[src/rtl/scr1_ialu_issue_pkg.sv]
// Shared types for the IALU issue buffer: command encoding, issue FSM states and queue entry layout.
package scr1_ialu_issue_pkg;

    localparam int unsigned SCR1_IALU_ISSUE_XLEN          = 32;
    localparam int unsigned SCR1_IALU_ISSUE_DEPTH_DEFAULT = 4;
    localparam int unsigned SCR1_IALU_ISSUE_TAG_W_DEFAULT = 5;

    typedef enum logic [3:0] {
        SCR1_IALU_CMD_NONE   = 4'd0,
        SCR1_IALU_CMD_ADD    = 4'd1,
        SCR1_IALU_CMD_SUB    = 4'd2,
        SCR1_IALU_CMD_AND    = 4'd3,
        SCR1_IALU_CMD_OR     = 4'd4,
        SCR1_IALU_CMD_XOR    = 4'd5,
        SCR1_IALU_CMD_SUB_LT = 4'd6,
        SCR1_IALU_CMD_SUB_EQ = 4'd7,
        SCR1_IALU_CMD_MUL    = 4'd8,
        SCR1_IALU_CMD_DIV    = 4'd9
    } type_scr1_ialu_cmd_sel_e;

    typedef enum logic [1:0] {
        SCR1_IALU_ISSUE_IDLE  = 2'd0,
        SCR1_IALU_ISSUE_ISSUE = 2'd1,
        SCR1_IALU_ISSUE_RESP  = 2'd2
    } type_scr1_ialu_issue_fsm_e;

    typedef struct packed {
        logic [SCR1_IALU_ISSUE_XLEN-1:0]          op1;
        logic [SCR1_IALU_ISSUE_XLEN-1:0]          op2;
        type_scr1_ialu_cmd_sel_e                  cmd;
        logic [SCR1_IALU_ISSUE_TAG_W_DEFAULT-1:0] tag;
    } type_scr1_ialu_issue_entry_s;

endpackage

[src/rtl/scr1_ialu_issue_fifo.sv]
// Generic synchronous FIFO; head is the oldest entry, clr empties it in one cycle.
module scr1_ialu_issue_fifo
    import scr1_ialu_issue_pkg::*;
#(
    parameter int unsigned DEPTH   = SCR1_IALU_ISSUE_DEPTH_DEFAULT,
    parameter type         entry_t = type_scr1_ialu_issue_entry_s
) (
    input  logic   clk,
    input  logic   rst,
    input  logic   clr,
    input  logic   push,
    input  logic   pop,
    input  entry_t wr_data,
    output entry_t head,
    output logic   full,
    output logic   empty
);

    localparam int unsigned PTR_W = $clog2(DEPTH);
    localparam int unsigned CNT_W = PTR_W + 1;

    logic [PTR_W-1:0] wr_ptr_q, wr_ptr_d;
    logic [PTR_W-1:0] rd_ptr_q, rd_ptr_d;
    logic [CNT_W-1:0] cnt_q, cnt_d;
    entry_t           mem_q [DEPTH];
    logic             push_ok;
    logic             pop_ok;

    assign full    = (cnt_q == CNT_W'(DEPTH));
    assign empty   = (cnt_q == {CNT_W{1'b0}});
    assign push_ok = push & ~full;
    assign pop_ok  = pop & ~empty;
    assign head    = mem_q[rd_ptr_q];

    // Pointer and occupancy next-state; pointers wrap naturally since DEPTH is a power of two.
    always_comb begin
        wr_ptr_d = wr_ptr_q;
        rd_ptr_d = rd_ptr_q;
        cnt_d    = cnt_q;
        if (clr) begin
            wr_ptr_d = {PTR_W{1'b0}};
            rd_ptr_d = {PTR_W{1'b0}};
            cnt_d    = {CNT_W{1'b0}};
        end else begin
            if (push_ok) begin
                wr_ptr_d = wr_ptr_q + PTR_W'(1'b1);
            end else begin
                wr_ptr_d = wr_ptr_q;
            end
            if (pop_ok) begin
                rd_ptr_d = rd_ptr_q + PTR_W'(1'b1);
            end else begin
                rd_ptr_d = rd_ptr_q;
            end
            case ({push_ok, pop_ok})
                2'b10:   cnt_d = cnt_q + CNT_W'(1'b1);
                2'b01:   cnt_d = cnt_q - CNT_W'(1'b1);
                default: cnt_d = cnt_q;
            endcase
        end
    end

    // Storage and pointer registers.
    always_ff @(posedge clk) begin
        if (rst) begin
            wr_ptr_q <= {PTR_W{1'b0}};
            rd_ptr_q <= {PTR_W{1'b0}};
            cnt_q    <= {CNT_W{1'b0}};
            for (int i = 0; i < int'(DEPTH); i++) begin
                mem_q[i] <= '0;
            end
        end else begin
            wr_ptr_q <= wr_ptr_d;
            rd_ptr_q <= rd_ptr_d;
            cnt_q    <= cnt_d;
            if (push_ok && !clr) begin
                mem_q[wr_ptr_q] <= wr_data;
            end
        end
    end

endmodule

[src/rtl/scr1_ialu_issue_buf.sv]
// IALU issue buffer: queues requests, presents one op at a time to the IALU and holds its result
// in a response register until the consumer takes it.
module scr1_ialu_issue_buf
    import scr1_ialu_issue_pkg::*;
#(
    parameter int unsigned DEPTH = SCR1_IALU_ISSUE_DEPTH_DEFAULT,
    parameter int unsigned TAG_W = SCR1_IALU_ISSUE_TAG_W_DEFAULT
) (
    input  logic                            clk,
    input  logic                            rst,
    input  logic                            flush,
    input  logic                            req_vd,
    output logic                            req_rdy,
    input  logic [SCR1_IALU_ISSUE_XLEN-1:0] req_op1,
    input  logic [SCR1_IALU_ISSUE_XLEN-1:0] req_op2,
    input  type_scr1_ialu_cmd_sel_e         req_cmd,
    input  logic [TAG_W-1:0]                req_tag,
    output logic                            ialu_vd,
    output logic [SCR1_IALU_ISSUE_XLEN-1:0] ialu_op1,
    output logic [SCR1_IALU_ISSUE_XLEN-1:0] ialu_op2,
    output type_scr1_ialu_cmd_sel_e         ialu_cmd,
    input  logic                            ialu_rdy,
    input  logic [SCR1_IALU_ISSUE_XLEN-1:0] ialu_res,
    input  logic                            ialu_cmp,
    output logic                            rsp_vd,
    input  logic                            rsp_rdy,
    output logic [SCR1_IALU_ISSUE_XLEN-1:0] rsp_res,
    output logic                            rsp_cmp,
    output logic [TAG_W-1:0]                rsp_tag
);

    typedef struct packed {
        logic [SCR1_IALU_ISSUE_XLEN-1:0] op1;
        logic [SCR1_IALU_ISSUE_XLEN-1:0] op2;
        type_scr1_ialu_cmd_sel_e         cmd;
        logic [TAG_W-1:0]                tag;
    } entry_t;

    type_scr1_ialu_issue_fsm_e       state_q, state_d;
    logic [SCR1_IALU_ISSUE_XLEN-1:0] rsp_res_q, rsp_res_d;
    logic                            rsp_cmp_q, rsp_cmp_d;
    logic [TAG_W-1:0]                rsp_tag_q, rsp_tag_d;
    entry_t                          req_entry;
    entry_t                          fifo_head;
    logic                            fifo_push;
    logic                            fifo_pop;
    logic                            fifo_full;
    logic                            fifo_empty;

    assign req_entry = '{op1: req_op1, op2: req_op2, cmd: req_cmd, tag: req_tag};
    assign fifo_push = req_vd & ~fifo_full & ~flush;
    assign fifo_pop  = (state_q == SCR1_IALU_ISSUE_ISSUE) & ialu_rdy & ~flush;

    scr1_ialu_issue_fifo #(
        .DEPTH   (DEPTH),
        .entry_t (entry_t)
    ) u_fifo (
        .clk     (clk),
        .rst     (rst),
        .clr     (flush),
        .push    (fifo_push),
        .pop     (fifo_pop),
        .wr_data (req_entry),
        .head    (fifo_head),
        .full    (fifo_full),
        .empty   (fifo_empty)
    );

    // Issue sequencing; a push in the same cycle counts as work so an empty buffer issues next cycle.
    always_comb begin
        state_d   = state_q;
        rsp_res_d = rsp_res_q;
        rsp_cmp_d = rsp_cmp_q;
        rsp_tag_d = rsp_tag_q;
        if (flush) begin
            state_d = SCR1_IALU_ISSUE_IDLE;
        end else begin
            case (state_q)
                SCR1_IALU_ISSUE_IDLE: begin
                    if (!fifo_empty || fifo_push) begin
                        state_d = SCR1_IALU_ISSUE_ISSUE;
                    end else begin
                        state_d = SCR1_IALU_ISSUE_IDLE;
                    end
                end
                SCR1_IALU_ISSUE_ISSUE: begin
                    if (ialu_rdy) begin
                        state_d   = SCR1_IALU_ISSUE_RESP;
                        rsp_res_d = ialu_res;
                        rsp_cmp_d = ialu_cmp;
                        rsp_tag_d = fifo_head.tag;
                    end else begin
                        state_d = SCR1_IALU_ISSUE_ISSUE;
                    end
                end
                SCR1_IALU_ISSUE_RESP: begin
                    if (!rsp_rdy) begin
                        state_d = SCR1_IALU_ISSUE_RESP;
                    end else if (!fifo_empty || fifo_push) begin
                        state_d = SCR1_IALU_ISSUE_ISSUE;
                    end else begin
                        state_d = SCR1_IALU_ISSUE_IDLE;
                    end
                end
                default: state_d = SCR1_IALU_ISSUE_IDLE;
            endcase
        end
    end

    // FSM state and response registers.
    always_ff @(posedge clk) begin
        if (rst) begin
            state_q   <= SCR1_IALU_ISSUE_IDLE;
            rsp_res_q <= {SCR1_IALU_ISSUE_XLEN{1'b0}};
            rsp_cmp_q <= 1'b0;
            rsp_tag_q <= {TAG_W{1'b0}};
        end else begin
            state_q   <= state_d;
            rsp_res_q <= rsp_res_d;
            rsp_cmp_q <= rsp_cmp_d;
            rsp_tag_q <= rsp_tag_d;
        end
    end

    assign req_rdy  = ~fifo_full;
    assign ialu_vd  = (state_q == SCR1_IALU_ISSUE_ISSUE);
    assign ialu_op1 = fifo_head.op1;
    assign ialu_op2 = fifo_head.op2;
    assign ialu_cmd = fifo_head.cmd;
    assign rsp_vd   = (state_q == SCR1_IALU_ISSUE_RESP);
    assign rsp_res  = rsp_res_q;
    assign rsp_cmp  = rsp_cmp_q;
    assign rsp_tag  = rsp_tag_q;

endmodule

[config.mk]
export PLATFORM = sky130hd
export DESIGN_NAME = scr1_ialu_issue_buf
export DESIGN_NICKNAME = d
export VERILOG_FILES = /design/src/rtl/scr1_ialu_issue_pkg.sv /design/src/rtl/scr1_ialu_issue_fifo.sv /design/src/rtl/scr1_ialu_issue_buf.sv
export SDC_FILE = /design/constraint.sdc
export NUM_CORES = 1
export LEC_CHECK = 0
export BUFFER_PORTS_ARGS = -buffer_cell sky130_fd_sc_hd__clkbuf_2
export CORE_MARGIN = 2
export CORE_UTILIZATION = 57
export DETAILED_ROUTE_END_ITERATION = 10
export PLACE_DENSITY = 0.8
export SYNTH_ARGS = -nofsm -noshare
export SYNTH_HDL_FRONTEND = slang
export SYNTH_HIERARCHICAL = 1
export SYNTH_SLANG_ARGS = --single-unit
[constraint.sdc]
create_clock -name clk -period 10.9 [get_ports clk]
set_input_delay 1.635 -clock clk [delete_from_list [all_inputs] [get_ports clk]]
set_output_delay 1.635 -clock clk [all_outputs]
set_load 0.05 [all_outputs]
# After elaboration in Yosys (flattened, before gate mapping)
# Memory sizes are Yosys's and may differ from the RTL's. A register that Yosys moved wholly into a read port is not among the register bits.
# Cells that the tools add are included.
# word_totals
word_cells	51
reg_bits	47
output_inout_bits	109
input_bits	112
mem_bits_rw	292
mem_count	1
# mem_list
name	depth	word_bits	rd	rd_ports_with_merged_regs	write_ports	line	rtl
u_fifo.mem_q	4	73	1	1	4	scr1_ialu_issue_fifo.sv:25	entry_t mem_q [DEPTH];
# classes
n_eq_ne	5
n_bitwise	9
add_sub_neg	4
reduce_logical	10
muxes	15
# ops
operator	n
73-bit two-way mux	1
73-bit OR reduction	1
2-bit two-way mux	5
1-bit two-way mux	7
1-bit AND	6
2-bit case mux with 3 select lines	1
3-bit case mux with 2 select lines	1
2-bit by 1-bit adder with 2-bit output, second input constant	2
2-bit by 1-bit equality test with 1-bit output, second input constant	2
2-bit equality test, second input constant	2
3-bit by 1-bit adder with 3-bit output, second input constant	1
3-bit equality test, second input constant	1
3-bit logical NOT	1
1-bit NOT	3
3-bit AND reduction	1
3-bit by 1-bit subtractor with 3-bit output, second input constant	1
1-bit logical NOT	2
2-bit logical NOT	1
2-bit nonzero test	1
2-bit OR reduction	1
1-bit logical AND	1
1-bit logical OR	1

# Logic depth before layout (Yosys ltp)
# logic_depth
depth_word	11
mapped_depth	11
depth_no_buf	10

# By module
# Netlist, hierarchy kept.
# by_module_without_submodules
module	instances	cells_each	seq_area_each_um2	area_each_um2
scr1_ialu_issue_fifo	1	760	8948.6	13046.3
scr1_ialu_issue_buf	1	181	800.8	1460.2

# Worst setup path before layout
# Ideal clock, no wire load.
# synth_timing
path_kind	input to register
start	in flush
end	mem u_fifo/mem_q[3][0] in the netlist's numbering (enable)
required_time_ps	10287
cell_stages	3
slack_ps	2746
t_arrival_ps	7541
path_cell_list	nor3b_1 -> nand2b_1 -> o31ai_1
# synth_lines
item	line	rtl
start: declaration	scr1_ialu_issue_buf.sv:11	input logic flush,
end: declaration	scr1_ialu_issue_fifo.sv:25	

==> results.md <==
* Main flop type after synthesis: edfxtp_1
* RSZ-0062 raised after global routing: no
* Root Driver: clkbuf_16
* Clk_lat worst skew at 500 ps
* Mapped Cells at 941
* Post-synthesis adder-cell area fraction at 0.224%
* Max cap viols at 0
* Seq pwr share at 52.4%
* Slowest cell on crit path: buf_4
* Crit path DAT at 4770 ps
* Seq/Total Area, Yosys at 67.2%
* Yosys top cell area share at 60.4%
* CP endpoint kind: flop
* Nets at 1264
* CTS tree: yes
* Max_slew headroom at 25.9%
* CP top delay family: buffers and inverters
* Hold buffer count at CTS at 0
* Setup Buffers After CTS at 0
* Via density at 5.49
* Pwr/cell area at 167 nW/µm²
* Slowest stage delay, CP at 730 ps
* Part of the power in the clock network at 41.4%
* WP buf/inv at 3
* H-tree depth at 2
* Post-synth top area cell: edfxtp_1
* Detailed-route wire length at 30200 µm
* Largest net degree at the start of global routing at 75
* DP Wirelength at 17800 µm
* FILL cells at 1779
* Type of origin of the critical path: input pin
* Sw frac at 21.1%
* DIE AREA at 26700 µm²
* Post-synth ARST share at 0%
* Critical path class: input pin to flop
* Cell-internal power at 2.22 mW
* Synth Area in Simple Gates at 16.2%
* Worst VDD drop at 0.000139 V
* Tmin final at 4650 ps
* Share of layout cells above drive strength 1 at 31.1%
* Core Box Area at 25100 µm²
* Antenna-violating nets left at 0
* Post-synthesis compound-gate area fraction at 1.91%
* Final GP Congestion at 0.770
* Combinational power share at 6.2%
* Fin Setup TNS at 0 ps
* Final instance area at 16900 µm²
* # clock sinks at 341
* Most common library cells after synthesis: 292 x and2_1, 292 x edfxtp_1, 79 x nand2_1
* Placed Area at 15800 µm²
* Final hold vios at 0
* Die height at 164 µm
* # rows at 58
* Psw at 593 µW
* Mapped Avg Cell Area at 15.4 µm²
* Routed length per placed instance at 20.1 µm
* Initial DRT Pass Iterations at 5
* CTS resizes at 0
* Outcome: finished clean
* Syn nets at 1055
* Cell mode on critical path: buf_4
* Global-route wire length before repair at 46500 µm
* DRC Markers at 0
* Final setup fails at 0
* Gr usage total at 23.0%
* WP data required at 11010 ps
* Lkg Pwr at 6.43 nW
* Post-Syn Area at 14500 µm²
* Distinct cells, synth at 34
* Initial core utilization at 57.8%
* Number of global-route vias before repair at 8457
* Mux contribution to synthesized area at 11.3%
* Synth area leaders: edfxtp_1 60%, and2_1 13%, mux4_2 11%
* Antenna violations before repair at 2
* Synth Register Bits at 341
* F_max at 215 MHz
* Grt ovf at 0
* Worst-margin pin slew at 1110 ps
* Final Cycle Share at 42.7%
* Total power at 2.82 mW
* DRT iter0 DRCs at 717
* XOR/XNOR Fraction of Synth Area at 0.181%
* Setup Skew at 7.38 ps
* Clock transition at the registers of the reported paths at 60 ps
* Area Growth Syn to Fin at 16.5%
* Synth warn at 6
* Post-synth EDFFs at 292
* HP Class: flop to flop
* CTS buffer count at 35
* Port Buffers at 220
* Deepest clock path buffer count at 3
* Critical path cell sequence: clkbuf_2 > nor3b_1 > or3b_4 > nor4b_4 > buf_4 > or2_4 > buf_4
* Max-slew violations at 0
* Die W at 164 µm
* Main combinational cell family by area after synthesis: simple AND/OR/NAND/NOR gates
* CP max FO at 74
* # IOs at 221
* Vias at 8263
==> through the flow <==
stage	hold WS (ps)	util [%]	instances	setup WS, ps
floorplan	459	-	941	2750
global placement	442	62.8	1443	5850
detailed placement	447	62.8	1443	5770
CTS	455	67.3	1502	6150
global route	469	67.3	1503	6010
finish	455	67.3	1504	6250
==> per-layer routing <==
| layer | global-route usage, % | part of all wire [%] |
|---|---|---|
| met2 | 38.3 | 50 |
| met1 | 31.6 | 41 |
| met5 | 0 | 0 |
| met3 | 4.29 | 6.4 |
| met4 | 6.34 | 2.1 |
==> layout make-up <==
| type | count | area [µm²] | share of cell area, % |
|---|---|---|---|
| Clock inverter | 13 | 160 | 0.948 |
| Multi-Input combinational cell | 529 | 4380 | 25.9 |
| Clock buffer | 46 | 960 | 5.68 |
| Sequential cell | 341 | 9760 | 57.7 |
| Timing Repair Buffer | 232 | 1190 | 7.05 |
| Tap cell | 330 | 413 | 2.44 |
| Antenna cell | 2 | 5.00 | 0.0296 |
| Inverter | 11 | 41.3 | 0.244 |
==> flip-flops by register name, indices dropped and copies added (netlist names), named ones only <==
signal	count
rsp_res	32
rsp_cmp	1
state_q	2
u_fifo/cnt_q	3
rsp_tag	5
u_fifo/rd_ptr_q	2
u_fifo/mem_q	292
u_fifo/wr_ptr_q	2
==> power by group through the flow <==
stage,Sequential (mW),Clock [mW],Combinational [mW]
CTS,1.48,1.19,0.178
floorplan,1.50,0,0.107
global route,1.48,1.25,0.188
global placement,1.50,0,0.175
detailed placement,1.50,0,0.177
finish,1.48,1.17,0.176
==> layout by cell type (no fill, tap or decap), drive strengths merged, types with 7 or more instances in the layout <==
cell,netlist,final
nand2,79,79
nor2,7,7
clkinv,0,8
a21oi,44,44
buf,32,12
mux4,73,73
edfxtp,292,292
and2,292,292
clkbuf,28,266
dfxtp,49,49
inv,11,11
==> final timing paths <==
path / to / from / cells past startpoint / slack (ps)
max reg2reg: u_fifo/mem_q[2][6] / u_fifo/cnt_q[0] / 7 / 6920
max: u_fifo/mem_q[2][6] / flush / 7 / 6250
min: rsp_res[7] / rsp_res[7] / 2 / 460
min reg2reg: rsp_res[7] / rsp_res[7] / 2 / 460
==> worst register-to-register path, cell delays in order, from the launching register on <==
cell	delay (ps)
dfxtp_1	450
nor3b_4	150
nor3b_1	520
or3b_4	500
nor4b_4	220
buf_4	640
or2_4	240
buf_4	730
==> kinds of logic (layout without fill, tap and decap cells) <==
logic type                 count (synthesis)  in the layout
and+or+nand+nor                          399            399
DFF                                      341            341
muxes                                     73             73
buffers and inverters                     71            302
AOI/OAI and AO/OA                         52             52
xor gates and xnor gates                   3              3
adders and majority gates                  2              2
other                                      0              2
No activity file was read; power rests on OpenSTA's default activity.
